File: src/rtl/sadd_sched.sv
// Two-requester round-robin scheduler around a 2-bit-per-cycle serial adder.
// A granted operation runs W/2 slice cycles, then presents s/co/id with a done pulse.
module sadd_sched #(
  parameter int unsigned W = 8
) (
  input  logic         clk,
  input  logic         rst,
  input  logic         req0,
  input  logic [W-1:0] a0,
  input  logic [W-1:0] b0,
  input  logic         req1,
  input  logic [W-1:0] a1,
  input  logic [W-1:0] b1,
  output logic         gnt0,
  output logic         gnt1,
  output logic         busy,
  output logic         done,
  output logic         id,
  output logic [W-1:0] s,
  output logic         co
);

  localparam int unsigned NSL   = W / 2;
  localparam int unsigned CNT_W = (NSL > 1) ? $clog2(NSL) : 1;
  localparam logic [CNT_W-1:0] CNT_LAST = CNT_W'(NSL - 1);

  typedef enum logic [1:0] {
    IDLE = 2'd0,
    RUN  = 2'd1,
    DONE = 2'd2
  } state_e;

  state_e state_q, state_d;

  logic             ptr_q, ptr_d;
  logic             owner_q, owner_d;
  logic [W-1:0]     a_q, a_d;
  logic [W-1:0]     b_q, b_d;
  logic [W-1:0]     psum_q, psum_d;
  logic             carry_q, carry_d;
  logic [CNT_W-1:0] cnt_q, cnt_d;
  logic             gnt0_q, gnt0_d;
  logic             gnt1_q, gnt1_d;
  logic             busy_q, busy_d;
  logic             done_q, done_d;
  logic             id_q, id_d;
  logic [W-1:0]     s_q, s_d;
  logic             co_q, co_d;

  logic             grant_c;
  logic             any_req_c;
  logic [CNT_W:0]   base_c;
  logic [2:0]       slice_sum_c;

  // Both requesting: pointer decides; otherwise whoever is asking.
  assign any_req_c = req0 | req1;
  assign grant_c   = (req0 & req1) ? ptr_q : req1;

  // Current 2-bit slice of the captured operands plus running carry.
  assign base_c      = {cnt_q, 1'b0};
  assign slice_sum_c = 3'(2'(a_q >> base_c)) + 3'(2'(b_q >> base_c)) + 3'(carry_q);

  always_ff @(posedge clk) begin
    if (rst) begin
      state_q <= IDLE;
    end else begin
      state_q <= state_d;
    end
  end

  always_comb begin
    state_d = state_q;
    case (state_q)
      IDLE:    if (any_req_c) state_d = RUN;
      RUN:     if (cnt_q == CNT_LAST) state_d = DONE;
      DONE:    state_d = IDLE;
      default: state_d = IDLE;
    endcase
  end

  always_comb begin
    ptr_d   = ptr_q;
    owner_d = owner_q;
    a_d     = a_q;
    b_d     = b_q;
    psum_d  = psum_q;
    carry_d = carry_q;
    cnt_d   = cnt_q;
    gnt0_d  = 1'b0;
    gnt1_d  = 1'b0;
    done_d  = 1'b0;
    busy_d  = (state_d != IDLE);
    id_d    = id_q;
    s_d     = s_q;
    co_d    = co_q;
    case (state_q)
      IDLE: begin
        if (any_req_c) begin
          owner_d = grant_c;
          ptr_d   = ~grant_c;
          a_d     = grant_c ? a1 : a0;
          b_d     = grant_c ? b1 : b0;
          psum_d  = '0;
          carry_d = 1'b0;
          cnt_d   = '0;
          gnt0_d  = ~grant_c;
          gnt1_d  = grant_c;
        end
      end
      RUN: begin
        psum_d[base_c +: 2] = slice_sum_c[1:0];
        carry_d             = slice_sum_c[2];
        cnt_d               = cnt_q + CNT_W'(1);
        // Final slice: publish the completed result as DONE is entered.
        if (cnt_q == CNT_LAST) begin
          s_d    = psum_d;
          co_d   = slice_sum_c[2];
          id_d   = owner_q;
          done_d = 1'b1;
        end
      end
      default: ;
    endcase
  end

  always_ff @(posedge clk) begin
    if (rst) begin
      ptr_q   <= 1'b0;
      owner_q <= 1'b0;
      a_q     <= '0;
      b_q     <= '0;
      psum_q  <= '0;
      carry_q <= 1'b0;
      cnt_q   <= '0;
      gnt0_q  <= 1'b0;
      gnt1_q  <= 1'b0;
      busy_q  <= 1'b0;
      done_q  <= 1'b0;
      id_q    <= 1'b0;
      s_q     <= '0;
      co_q    <= 1'b0;
    end else begin
      ptr_q   <= ptr_d;
      owner_q <= owner_d;
      a_q     <= a_d;
      b_q     <= b_d;
      psum_q  <= psum_d;
      carry_q <= carry_d;
      cnt_q   <= cnt_d;
      gnt0_q  <= gnt0_d;
      gnt1_q  <= gnt1_d;
      busy_q  <= busy_d;
      done_q  <= done_d;
      id_q    <= id_d;
      s_q     <= s_d;
      co_q    <= co_d;
    end
  end

  assign gnt0 = gnt0_q;
  assign gnt1 = gnt1_q;
  assign busy = busy_q;
  assign done = done_q;
  assign id   = id_q;
  assign s    = s_q;
  assign co   = co_q;

endmodule

File: config.mk
export PLATFORM = sky130hd
export DESIGN_NAME = sadd_sched
export DESIGN_NICKNAME = d
export VERILOG_FILES = /design/src/rtl/sadd_sched.sv
export SDC_FILE = /design/constraint.sdc
export NUM_CORES = 1
export LEC_CHECK = 0
export ABC_AREA = 1
export BUFFER_PORTS_ARGS = -buffer_cell sky130_fd_sc_hd__buf_4
export CORE_UTILIZATION = 58
export DETAILED_ROUTE_END_ITERATION = 8
export GPL_TIMING_DRIVEN = 1
export MAX_ROUTING_LAYER = met4
export PLACE_DENSITY = 0.85
export RECOVER_POWER = 25
export SYNTH_ARGS = -nofsm -noshare
export SYNTH_HDL_FRONTEND = slang
export SYNTH_SLANG_ARGS = --single-unit
File: constraint.sdc
create_clock -name clk -period 4.8 [get_ports clk]
set_input_delay 0.96 -clock clk [delete_from_list [all_inputs] [get_ports clk]]
set_output_delay 0.96 -clock clk [all_outputs]
set_load 0.005 [all_outputs]
Word-level counts from Yosys, hierarchy flattened
Index checks and enable logic that the tools add are counted.
{"block": "classes", "eq_ne": 3, "addsub": 4, "n_mux": 14, "n_reduce_logical": 8, "bitwise_logic": 6, "shifts": 4}
{"op": "$mux 8", "n": 3}
{"op": "$pmux 8 s2", "n": 1}
{"op": "$shr 8x3->2", "n": 2}
{"op": "$bwmux 8", "n": 1}
{"op": "$pmux 2 s2", "n": 2}
{"op": "$shift 2x5->8 const A", "n": 1}
{"op": "$shiftx 2x5->8", "n": 1}
{"op": "$mux 2", "n": 3}
{"op": "$reduce_and 2->1", "n": 3}
{"op": "$neg 3->5", "n": 1}
{"op": "$not 1->1", "n": 4}
{"op": "$reduce_bool 2->1", "n": 2}
{"op": "$add 2x2->3", "n": 1}
{"op": "$add 3x1->3", "n": 1}
{"op": "$mux 1", "n": 3}
{"op": "$reduce_or 3->1", "n": 1}
{"op": "$add 2x1->2 const B", "n": 1}
{"op": "$eq 2x1->1 const B", "n": 1}
{"op": "$eq 2x2->1 const B", "n": 1}
{"op": "$logic_not 2->1", "n": 1}
{"op": "$ne 2x2->1 const B", "n": 1}
{"op": "$pmux 1 s2", "n": 1}
{"op": "$reduce_or 2->1", "n": 1}
{"op": "$and 1x1->1", "n": 1}
{"op": "$or 1x1->1", "n": 1}
{"block": "word_totals", "out_inout_bits": 14, "input_bits": 36, "word_cells": 54, "ff_bits": 45}

Depth between registers and ports, before layout
{"block": "logic_depth", "ltp_word": 6, "ltp_mapped": 12, "mapped_depth_nobuf": 11}

Worst setup path before layout
No wires, ideal clock.
{"block": "synth_path", "path_kind": "register to register", "startpoint": "register cnt_q[0]", "endpoint": "register psum_q[3]", "required_ns": 4.730, "path_stages_with_launch": 13, "arrival_ns": 2.283, "setup_ns": 0.070, "path_slack_ns": 2.447, "path_cell_list": "dfxtp_1 > inv_1 > clkbuf_1 > o21ai_0 > o22ai_1 > fa_1 > inv_1 > fa_1 > nor2_1 > nand3_1 > nand2_1 > nand2_1 > a21oi_1"}
{"block": "synth_via", "elab_chain_len": 6, "word_cells_on_any_way": 9, "classes_between": "add/sub: 3; shift: 4; mux: 2"}
{"element": "start, declared", "line_no": "41", "rtl": "logic [CNT_W-1:0] cnt_q, cnt_d;"}
{"element": "start signal, assigned", "line_no": "149", "rtl": "cnt_q <= cnt_d;"}
{"element": "$shr 8x3->2", "line_no": "61", "rtl": "assign slice_sum_c = 3'(2'(a_q >> base_c)) + 3'(2'(b_q >> base_c)) + 3'(carry_q);"}
{"element": "$add 2x2->3", "line_no": "61"}
{"element": "$add 3x1->3", "line_no": "61"}
{"element": "$shiftx 2x5->8", "line_no": "111", "rtl": "psum_d[base_c +: 2] = slice_sum_c[1:0];"}
{"element": "$bwmux 8 *", "line_no": "111"}
{"element": "$pmux 8 s2 *", "line_no": "96", "rtl": "case (state_q)"}
{"element": "end signal, assigned", "line_no": "147", "rtl": "psum_q <= psum_d;"}
{"element": "end, declared", "line_no": "39", "rtl": "logic [W-1:0] psum_q, psum_d;"}
Mark *: on every way between the ends. The rest lies on a longest branch, timed or not.
A chain may end at the register's enable or synchronous reset.

Worst setup path after layout
Ends and elaborated chain as after synthesis.

==> flow_metrics.env <==
export IMPL_syn_area_um2=2250
export IMPL_cts_sinks=45
export IMPL_clock_skew_ns=0.00548
export IMPL_ctsHoldBuffers=0
export IMPL_max_stage_delay_ns=0.68
export IMPL_synth_top_family_by_area="simple AND/OR/NAND/NOR gates"
export IMPL_pwr_density_cell_nw_per_um2=320
export IMPL_switching_share=0.273
export IMPL_ant_nets=0
export IMPL_power_leakage_nw=1.33
export IMPL_clkPwrFrac=0.342
export IMPL_clock_path_buffers=2
export IMPL_grt_max_degree=27
export IMPL_switching_power_mw=0.235
export IMPL_cp_slowest_cell="dfxtp_1"
export IMPL_max_freq_ghz=0.348
export IMPL_clk_latency_ns=0.30
export IMPL_rsz0062_at_grt="no"
export IMPL_cp_required_ns=5.03
export IMPL_synth_most_common_cell="nand2_1"
export IMPL_cts_tree="built"
export IMPL_post_dp_hpwl_mm=3.36
export IMPL_critical_path_class="flip-flop to flip-flop"
export IMPL_synth_top_area_share=0.401
export IMPL_tns_ns=0
export IMPL_synth_common_cells="nand2_1 (74), dfxtp_1 (45), nand3_1 (45)"
export IMPL_final_setup_viol_count=0
export IMPL_relSlewSlack=0.421
export IMPL_grt_util_all_layers=0.264
export IMPL_dpl_instance_area_um2=2580
export IMPL_stdcell_area_um2=2690
export IMPL_cts_resized_gates=0
export IMPL_irDropWorstVdd_mv=0.200
export IMPL_synth_edf_count=0
export IMPL_antenna_found_initial=0
export IMPL_crit_fanout=18
export IMPL_power_mw=0.861
export IMPL_numCtsBuffers=5
export IMPL_worst_hold_slack_ns=0.466
export IMPL_syn_to_final_growth_pct=19.8
export IMPL_die_h_um=64.2
export IMPL_tightest_slew_ns=0.865
export IMPL_ys_ff_latch=45
export IMPL_drive_gt1_frac=0.183
export IMPL_gr_total_overflow=0
export IMPL_slew_viol_final=0
export IMPL_drtIter0Drc=123
export IMPL_initial_core_util=0.609
export IMPL_synthXorXnorAreaFrac=0
export IMPL_status="completed"
export IMPL_maxCapViolCount=0
export IMPL_netlist_instances=321
export IMPL_dieArea_um2=4120
export IMPL_coreArea_um2=3690
export IMPL_yosys_area_share_simple=0.316
export IMPL_nFillCells=319
export IMPL_synth_area_mux_share=0
export IMPL_period_share=0.599
export IMPL_routabilityCongestion=0.847
export IMPL_drc=0
export IMPL_clk_pin_slew_worst_paths_ns=0.08
export IMPL_grt_pass1_vias=1960
export IMPL_syn_avg_cell_area_um2=7.00
export IMPL_yosysSeqAreaShare=0.401
export IMPL_cp_end_kind="flip-flop"
export IMPL_final_nets=404
export IMPL_synth_ff_type="dfxtp_1"
export IMPL_synth_cell_types=25
export IMPL_arrival_ns=3.11
export IMPL_routed_wl_mm=4.82
export IMPL_grt_pass1_wl_mm=8.38
export IMPL_start_kind="flip-flop"
export IMPL_crit_chain="inv_1 -> o21ai_0 -> o22ai_1 -> fa_1 -> inv_1 -> fa_1 -> nor2_1 -> nand3_1 -> nand2_1 -> nand2_1 -> a21oi_1"
export IMPL_root_buffer="clkbuf_8"
export IMPL_first_pass_iters=4
export IMPL_port_buffers=49
export IMPL_synth_top_area_cell="dfxtp_1"
export IMPL_antennaDiodeCount=0
export IMPL_htree_levels=2
export IMPL_synth_compound_area_frac=0.113
export IMPL_finalHoldViolCount=0
export IMPL_die_w_um=64.2
export IMPL_p_comb_frac=0.183
export IMPL_synth_fp_nets=365
export IMPL_ios=50
export IMPL_layout_min_cycle_time_ns=2.88
export IMPL_postCtsSetupBuffers=0
export IMPL_vias=2113
export IMPL_intPower_mw=0.626
export IMPL_rows=22
export IMPL_synth_area_leaders="dfxtp_1 (40%), nand2_1 (12%), nand3_1 (10%)"
export IMPL_p_seq_frac=0.476
export IMPL_synth_adder_area_share=0.0513
export IMPL_async_flop_share=0
export IMPL_post_drt_via_cell_ratio=5.17
export IMPL_wl_per_cell_um=11.8
export IMPL_yosysWarnings=0
export IMPL_hp_class="flip-flop to flip-flop"
## power groups by stage
stage	Combinational (mW)	Clock, mW	Sequential [mW]
5_1_grt	0.180	0.311	0.412
6_report	0.157	0.294	0.410
3_3_place_gp	0.155	0	0.417
2_1_floorplan	0.117	0	0.412
3_5_place_dp	0.158	0	0.418
4_1_cts	0.160	0.296	0.409
## placed cells by master (no fill, tap or decap), types with 3 or more instances in the layout
cell	instances
nand2_1	74
nand3_1	45
dfxtp_1	45
inv_1	43
buf_4	36
nor2_1	24
a21oi_1	20
o21ai_0	16
clkbuf_4	13
nand4_1	10
ha_1	6
clkbuf_8	6
inv_2	3
o21bai_1	3
## layer usage
metal  part of all wire  track usage  vias to the layer above
li1                   -            -                     1106
met1               0.45        0.311                      950
met2               0.50        0.459                       53
met3              0.046       0.0429                        4
met4             0.0071       0.0833                        0
met5                  0            -                        -
## state kept, by name, indices dropped and copies added (netlist names)
signal   cells
a_q          8
b_q          8
psum_q       8
s            8
cnt_q        2
state_q      2
busy         1
carry_q      1
co           1
done         1
gnt0         1
gnt1         1
id           1
owner_q      1
ptr_q        1
## logic make-up (layout without fill, tap and decap cells)
kind of cell             Yosys count  after routing
AO/OA/AOI/OAI                     46             46
AND/OR/NAND/NOR                  159            159
adder cells (fa/ha/maj)            8              8
flip-flops                        45             45
buffers and inverters             63            103
## worst max-delay path, delay by kind of cell, from the launching register on
kind                     cells  cell delay (ns)
buffers and inverters        2             0.41
adder cells (fa/ha/maj)      2             0.82
AND/OR/NAND/NOR              4             0.43
flip-flops                   1             0.68
AO/OA/AOI/OAI                3             0.48
## final timing paths
check	from	endpoint	slack [ns]	cells after the start
worst min-delay path	ptr_q$_SDFFE_PP0P_	ptr_q$_SDFFE_PP0P_	0.47	2
worst max-delay path	cnt_q[0]$_SDFFE_PP0P_	psum_q[3]$_SDFFE_PP0P_	1.92	11
worst max register to register	cnt_q[0]$_SDFFE_PP0P_	psum_q[3]$_SDFFE_PP0P_	1.92	11
worst min register to register	ptr_q$_SDFFE_PP0P_	ptr_q$_SDFFE_PP0P_	0.47	2
## metrics by stage
| stage | util | setup slack (ns) | instances |
|---|---|---|---|
| 2_1_floorplan | - | 2.45 | 321 |
| 3_3_place_gp | 0.700 | 2.08 | 401 |
| 3_5_place_dp | 0.700 | 1.97 | 401 |
| 4_1_cts | 0.731 | 1.93 | 409 |
| 5_1_grt | 0.729 | 1.60 | 409 |
| 6_report | 0.729 | 1.92 | 409 |
## area by class of cell
cell class,instances,area [µm²],share of cell area
Multi-Input combinational cell,213,1070,0.399
Timing Repair Buffer,49,368,0.137
Clock inverter,1,30.0,0.0112
Tap cell,48,60.1,0.0223
Inverter,46,173,0.0642
Clock buffer,7,86.3,0.0321
Sequential cell,45,901,0.335
(Power assumes the default switching activity.)
